===== src/rtl/route_arbiter_if.sv =====
// ============================================================================
//  Module      : route_arbiter_if
//  Description : Source-FIFO, destination-FIFO and status bundle for the
//                two-source / two-destination route arbiter.
//  Revision    : 1.0 - initial release
// ============================================================================
`default_nettype none

interface route_arbiter_if #(
    parameter int DATA_W = 10
);
    // Source side (show-ahead FIFOs)
    logic              src_empty0;
    logic              src_empty1;
    logic [DATA_W-1:0] src_data0;
    logic [DATA_W-1:0] src_data1;
    logic              pop0;
    logic              pop1;
    // Destination side
    logic              dest_af0;
    logic              dest_af1;
    logic              dest_full0;
    logic              dest_full1;
    logic              push0;
    logic              push1;
    logic [DATA_W-1:0] data_out;
    // Status
    logic              pause;
    logic              idle;
    logic              error;

    // Arbiter side
    modport master (
        input  src_empty0, src_empty1, src_data0, src_data1,
        input  dest_af0, dest_af1, dest_full0, dest_full1,
        output pop0, pop1, push0, push1, data_out, pause, idle, error
    );

    // FIFO / environment side
    modport slave (
        output src_empty0, src_empty1, src_data0, src_data1,
        output dest_af0, dest_af1, dest_full0, dest_full1,
        input  pop0, pop1, push0, push1, data_out, pause, idle, error
    );
endinterface

`default_nettype wire


===== src/rtl/route_arbiter.sv =====
// ============================================================================
//  Module      : route_arbiter
//  Description : Round-robin, burst-bounded scheduler draining two class
//                FIFOs into two destination FIFOs, routed per word by a
//                class bit, with almost-full backpressure and a sticky
//                error on pushes into a full destination.
//  Revision    : 1.0 - initial release
// ============================================================================
`default_nettype none

module route_arbiter #(
    parameter int DATA_W    = 10,
    parameter int DEST_BIT  = 8,
    parameter int MAX_BURST = 4
) (
    input  wire logic       clk,
    input  wire logic       reset,
    route_arbiter_if.master bus
);

    localparam int CNT_W = $clog2(MAX_BURST + 1);
    localparam logic [CNT_W-1:0] C_MAX_BURST = CNT_W'(MAX_BURST);
    localparam logic [CNT_W-1:0] C_ONE       = CNT_W'(1);

    typedef enum logic [1:0] {
        IDLE   = 2'd0,
        GRANT0 = 2'd1,
        GRANT1 = 2'd2
    } state_t;

    state_t           r_state;
    logic [CNT_W-1:0] r_cnt;
    logic             r_pref;

    state_t           w_state_nx;
    logic [CNT_W-1:0] w_cnt_nx;
    logic             w_pref_nx;
    logic [1:0]       w_pop;
    logic [1:0]       w_elig;
    logic             w_own;
    logic [DATA_W-1:0] w_word;
    logic             w_dest;

    // A source is eligible when it has a word and that word's destination
    // is not almost full.
    assign w_elig[0] = !bus.src_empty0 &&
                       !(bus.src_data0[DEST_BIT] ? bus.dest_af1 : bus.dest_af0);
    assign w_elig[1] = !bus.src_empty1 &&
                       !(bus.src_data1[DEST_BIT] ? bus.dest_af1 : bus.dest_af0);

    assign w_own = (r_state == GRANT1);

    // Next-state, burst count, preference and pop selection.
    always_comb begin
        w_state_nx = r_state;
        w_cnt_nx   = r_cnt;
        w_pref_nx  = r_pref;
        w_pop      = 2'b00;
        case (r_state)
            IDLE: begin
                if (w_elig[r_pref]) begin
                    w_pop[r_pref] = 1'b1;
                    w_state_nx    = r_pref ? GRANT1 : GRANT0;
                    w_cnt_nx      = C_ONE;
                end else if (w_elig[~r_pref]) begin
                    w_pop[~r_pref] = 1'b1;
                    w_state_nx     = r_pref ? GRANT0 : GRANT1;
                    w_cnt_nx       = C_ONE;
                end
            end
            GRANT0, GRANT1: begin
                if (w_elig[w_own] && ((r_cnt < C_MAX_BURST) || !w_elig[~w_own])) begin
                    // Owner keeps the grant; count saturates so a lone source
                    // can stream indefinitely.
                    w_pop[w_own] = 1'b1;
                    w_cnt_nx     = (r_cnt >= C_MAX_BURST) ? r_cnt : r_cnt + C_ONE;
                end else if (w_elig[~w_own]) begin
                    // Hand-off in the same cycle: no bubble between bursts.
                    w_pop[~w_own] = 1'b1;
                    w_state_nx    = w_own ? GRANT0 : GRANT1;
                    w_cnt_nx      = C_ONE;
                    w_pref_nx     = w_own;
                end else begin
                    w_state_nx = IDLE;
                    w_pref_nx  = ~w_own;
                end
            end
            default: begin
                w_state_nx = IDLE;
            end
        endcase
    end

    // Pops are blocked outright while reset is held.
    assign bus.pop0 = w_pop[0] & reset;
    assign bus.pop1 = w_pop[1] & reset;

    // Head word of whichever source is popped this cycle, and its target.
    assign w_word = w_pop[1] ? bus.src_data1 : bus.src_data0;
    assign w_dest = w_word[DEST_BIT];

    // Scheduler state register.
    always_ff @(posedge clk or negedge reset) begin
        if (!reset) begin
            r_state <= IDLE;
            r_cnt   <= '0;
            r_pref  <= 1'b0;
        end else begin
            r_state <= w_state_nx;
            r_cnt   <= w_cnt_nx;
            r_pref  <= w_pref_nx;
        end
    end

    // Output stage: push the popped word one cycle later, flag full targets,
    // and register the status flags.
    always_ff @(posedge clk or negedge reset) begin
        if (!reset) begin
            bus.push0    <= 1'b0;
            bus.push1    <= 1'b0;
            bus.data_out <= '0;
            bus.pause    <= 1'b0;
            bus.idle     <= 1'b0;
            bus.error    <= 1'b0;
        end else begin
            bus.push0 <= (|w_pop) && !w_dest;
            bus.push1 <= (|w_pop) &&  w_dest;
            if (|w_pop) begin
                bus.data_out <= w_word;
                if (w_dest ? bus.dest_full1 : bus.dest_full0) begin
                    bus.error <= 1'b1;
                end
            end
            bus.pause <= bus.dest_af0 | bus.dest_af1;
            bus.idle  <= (r_state == IDLE) && bus.src_empty0 && bus.src_empty1;
        end
    end

endmodule

`default_nettype wire


===== src/flat_wrapper.sv =====
// flat-port wrapper written by rule: the top's interface ports become plain ports
module route_arbiter_flat 
#(
    parameter int DATA_W    = 10,
    parameter int DEST_BIT  = 8,
    parameter int MAX_BURST = 4
)
  (clk, reset, bus_src_empty0, bus_src_empty1, bus_src_data0, bus_src_data1, bus_dest_af0, bus_dest_af1, bus_dest_full0, bus_dest_full1, bus_pop0, bus_pop1, bus_push0, bus_push1, bus_data_out, bus_pause, bus_idle, bus_error);
  route_arbiter_if #(.DATA_W(DATA_W)) bus_i ();
  input  wire logic clk;
  input  wire logic reset;
  input wire logic [$bits(bus_i.src_empty0)-1:0] bus_src_empty0;
  input wire logic [$bits(bus_i.src_empty1)-1:0] bus_src_empty1;
  input wire logic [$bits(bus_i.src_data0)-1:0] bus_src_data0;
  input wire logic [$bits(bus_i.src_data1)-1:0] bus_src_data1;
  input wire logic [$bits(bus_i.dest_af0)-1:0] bus_dest_af0;
  input wire logic [$bits(bus_i.dest_af1)-1:0] bus_dest_af1;
  input wire logic [$bits(bus_i.dest_full0)-1:0] bus_dest_full0;
  input wire logic [$bits(bus_i.dest_full1)-1:0] bus_dest_full1;
  output wire logic [$bits(bus_i.pop0)-1:0] bus_pop0;
  output wire logic [$bits(bus_i.pop1)-1:0] bus_pop1;
  output wire logic [$bits(bus_i.push0)-1:0] bus_push0;
  output wire logic [$bits(bus_i.push1)-1:0] bus_push1;
  output wire logic [$bits(bus_i.data_out)-1:0] bus_data_out;
  output wire logic [$bits(bus_i.pause)-1:0] bus_pause;
  output wire logic [$bits(bus_i.idle)-1:0] bus_idle;
  output wire logic [$bits(bus_i.error)-1:0] bus_error;
  assign bus_i.src_empty0 = bus_src_empty0;
  assign bus_i.src_empty1 = bus_src_empty1;
  assign bus_i.src_data0 = bus_src_data0;
  assign bus_i.src_data1 = bus_src_data1;
  assign bus_i.dest_af0 = bus_dest_af0;
  assign bus_i.dest_af1 = bus_dest_af1;
  assign bus_i.dest_full0 = bus_dest_full0;
  assign bus_i.dest_full1 = bus_dest_full1;
  assign bus_pop0 = bus_i.pop0;
  assign bus_pop1 = bus_i.pop1;
  assign bus_push0 = bus_i.push0;
  assign bus_push1 = bus_i.push1;
  assign bus_data_out = bus_i.data_out;
  assign bus_pause = bus_i.pause;
  assign bus_idle = bus_i.idle;
  assign bus_error = bus_i.error;
  route_arbiter #(.DATA_W(DATA_W), .DEST_BIT(DEST_BIT), .MAX_BURST(MAX_BURST)) u_core (.clk(clk), .reset(reset), .bus(bus_i));
endmodule

===== config.mk =====
export PLATFORM = sky130hd
export DESIGN_NAME = route_arbiter_flat
export DESIGN_NICKNAME = d
export VERILOG_FILES = /design/src/rtl/route_arbiter_if.sv /design/src/rtl/route_arbiter.sv /design/src/flat_wrapper.sv
export SDC_FILE = /design/constraint.sdc
export NUM_CORES = 1
export LEC_CHECK = 0
export CORE_MARGIN = 2
export CORE_UTILIZATION = 48
export CTS_CLUSTER_DIAMETER = 150
export CTS_CLUSTER_SIZE = 12
export DETAILED_ROUTE_END_ITERATION = 10
export GPL_TIMING_DRIVEN = 0
export PLACE_DENSITY = 0.84
export REMOVE_ABC_BUFFERS = 1
export SETUP_SLACK_MARGIN = 0.2
export SLEW_MARGIN = 20
export SYNTH_ARGS = -nofsm -noshare
export SYNTH_HDL_FRONTEND = slang
export SYNTH_SLANG_ARGS = --single-unit

===== constraint.sdc =====
create_clock -name clk -period 5.2 [get_ports clk]
set_input_delay 0.78 -clock clk [delete_from_list [all_inputs] [get_ports clk]]
set_output_delay 0.78 -clock clk [all_outputs]
set_load 0.03 [all_outputs]

==> summary.md <==
| Metric | Value |
|---|---|
| Clock buffer depth | 2 |
| GRT overflow | 0 |
| WP data required | 4.42 ns |
| Initial antenna violation count | 0 |
| Largest net degree at the start of global routing | 24 |
| Starting DRT DRC Count | 34 |
| Final setup violation count | 0 |
| Design Area, Final | 1770 µm² |
| Die Ht | 55.8 µm |
| Clk_lat worst skew | 0.30 ns |
| Router iterations before antenna repair | 5 |
| Pre-CTS WS | 1.03 ns |
| Most used cell, CP | clkdlybuf4s50_1 |
| First-pass GRT wire length | 5410 µm |
| Slowest stage delay, CP | 0.67 ns |
| Total length of routed wires | 3250 µm |
| CTS tree | built |
| Layout Utilization | 70.6% |
| Slowest-stage cell, CP | clkdlybuf4s50_1 |
| Diode count | 0 |
| Synth Register Bits | 21 |
| Worst Skew | 0.00923 ns |
| Power density over the cells | 507 nW/µm² |
| I/O pins | 45 |
| Static Leakage | 0.743 nW |
| Hold Path Class | register to register |
| Layout Nets | 217 |
| # port buffers | 44 |
| Die X-Extent | 55.8 µm |
| Max Slew Vio Count | 0 |
| Core Rows | 18 |
| Post-synthesis cell type count | 39 |
| Core ar. | 2500 µm² |
| Tmin final | 4.22 ns |
| Total number of vias | 1235 |
| Ordered list of cells on the worst path | clkdlybuf4s50_1 -> mux2_4 -> nor2_1 -> o21a_1 -> and2_1 -> clkdlybuf4s50_1 |
| Sequential-to-total area share from yosys stat | 40.8% |
| Setup Total Neg Slack | 0 ns |
| Post-synth EDFFs | 0 |
| Die ar. | 3110 µm² |
| Final Cycle Share | 81.1% |
| Worst IR Drop VDD | 0.000379 V |
| Htree depth | 1 |
| # clock sinks | 21 |
| Via density | 5.77 |
| Type of origin of the critical path | primary input |
| All-layer global routing usage | 21.7% |
| Main synth FF type | dfrtp_1 |
| RD Place Congestion | 0.943 |
| Syn Area/Cell | 9.00 µm² |
| Relative slew margins | 35.2% |
| Ys async rst share | 100% |
| Mapped Area | 1290 µm² |
| DPL Wire Length | 2460 µm |
| Reg clk slew, reported paths | 0.12 ns |
| Vias in the first global route | 1213 |
| CTS root buf | clkbuf_4 |
| Setup CP Type | primary input to primary output |
| Mapped Cells | 143 |
| Initial Utilization | 51.5% |
| Final Hold Vio Count | 0 |
| Post-CTS sizing | 0 |
| Top fanout value on the critical path | 10 |
| Placed cell areas | 1740 µm² |
| Share of layout cells above drive strength 1 | 7.61% |
| Slew @ Worst Pin | 0.969 ns |
| Ys Warns | 0 |
| Area Growth Syn to Fin | 37.1% |
| Num CTS Buffers | 3 |
| Max Fclk | 237 MHz |
| Average wire per standard cell | 15.2 µm |
| Crit end category | primary output |
| Residual DRC | 0 |
| Crit path arrival time | 3.44 ns |
| Status | finished, final reports clean |
| Final worst slack | 0.982 ns |
| Antenna viol nets, final | 0 |
| Most frequent cells in the layout | 44 x clkdlybuf4s50_1, 21 x nand2_1, 21 x dfrtp_1, 17 x nor2_1, 9 x a31oi_1 |
| Post-CTS setup buffer count | 0 |
| Most common cell after layout, fill and taps aside | clkdlybuf4s50_1 |
| RSZ-0062 raised after global routing | false |
| Power Total | 895 µW |
| Max_cap viols | 0 |
| Hold_buf cts | 0 |
[logic make-up (layout without fill, tap and decap cells)]
group | after synthesis | after routing | share of synthesized area (%)
fa+ha+maj | 4 | 4 | 3.89
buf+inv | 12 | 53 | 3.79
flops | 21 | 21 | 40.8
mux | 11 | 11 | 9.91
xor+xnor | 1 | 1 | 0.680
compound gates | 39 | 39 | 20.3
simple gates | 55 | 55 | 20.6
[layout make-up]
type	instances	area, µm²
flip-flops and latches	21	526
repair buffers	44	440
clock buffers	4	26.3
fillers	195	734
multi-input cells	110	717
inverters	5	18.8
well taps	30	37.5
[final timing paths]
check / cells past startpoint / startpoint / slack, ns / endpoint
setup / recovery: 6 / bus_src_data1[8] / 0.98 / bus_pop1
hold / removal: 1 / u_core.bus.error / 0.49 / u_core.bus.error
setup reg to reg: 7 / u_core.r_state[1] / 2.91 / u_core.bus.data_out[8]
hold reg to reg: 1 / u_core.bus.error / 0.49 / u_core.bus.error
max in group asynchronous: 1 / reset / 3.61 / u_core.bus.data_out[9]
min in group asynchronous: 1 / reset / 1.00 / u_core.bus.data_out[5]
[per-layer routing]
layer	GRT usage [%]	share of wire, %	vias to the layer above
li1	-	-	588
met1	25.6	41	585
met2	40.0	50	60
met3	4.88	8.4	2
met4	4.53	0.18	0
met5	0	0	-
[registers in the layout, summed over array words and instances (netlist names)]
signal	flops
u_core.bus.data_out	10
u_core.r_cnt	3
u_core.r_state	2
u_core.bus.error	1
u_core.bus.idle	1
u_core.bus.pause	1
u_core.bus.push0	1
u_core.bus.push1	1
u_core.r_pref	1
[cells in the mapped netlist (2+ instances only)]
| cell | number | area share, % |
|---|---|---|
| nand2_1 | 21 | 6.1 |
| nor2_1 | 17 | 5.0 |
| a211oi_1 | 3 | 1.7 |
| o21ai_0 | 4 | 1.6 |
| nand2b_1 | 3 | 1.5 |
| mux2_4 | 3 | 3.5 |
| mux2i_1 | 6 | 4.7 |
| and3_1 | 2 | 0.97 |
| a31oi_1 | 9 | 4.4 |
| or2_2 | 2 | 0.97 |
| inv_1 | 5 | 1.5 |
| buf_2 | 3 | 1.2 |
| a21oi_1 | 8 | 3.1 |
| dfrtp_1 | 21 | 41 |
| clkbuf_1 | 4 | 1.2 |
| ha_1 | 4 | 3.9 |
| o21a_1 | 2 | 1.2 |
| o31ai_1 | 2 | 1.2 |
| nor2b_1 | 2 | 0.97 |
| and2_1 | 3 | 1.5 |
[where the power goes]
part	internal [mW]	switching [mW]	leakage (nW)
registers	0.228	0.0441	0.242
logic	0.237	0.308	0.485
clock network	0.0299	0.0479	0.0150
total	0.495	0.400	0.743
[stage by stage]
step | hold slack (ns) | instances
2_1_floorplan | 0.457 | 136
3_3_place_gp | 0.469 | 210
3_5_place_dp | 0.463 | 210
4_1_cts | 0.495 | 214
5_1_grt | 0.517 | 214
6_report | 0.492 | 214
[critical path, delay by kind of cell]
family                 cells  cell delay, ns
buffers and inverters      2            1.24
AO/OA/AOI/OAI              1            0.44
AND/OR/NAND/NOR            2            0.63
multiplexers               1            0.35
Power figures use the tool's default switching activity.
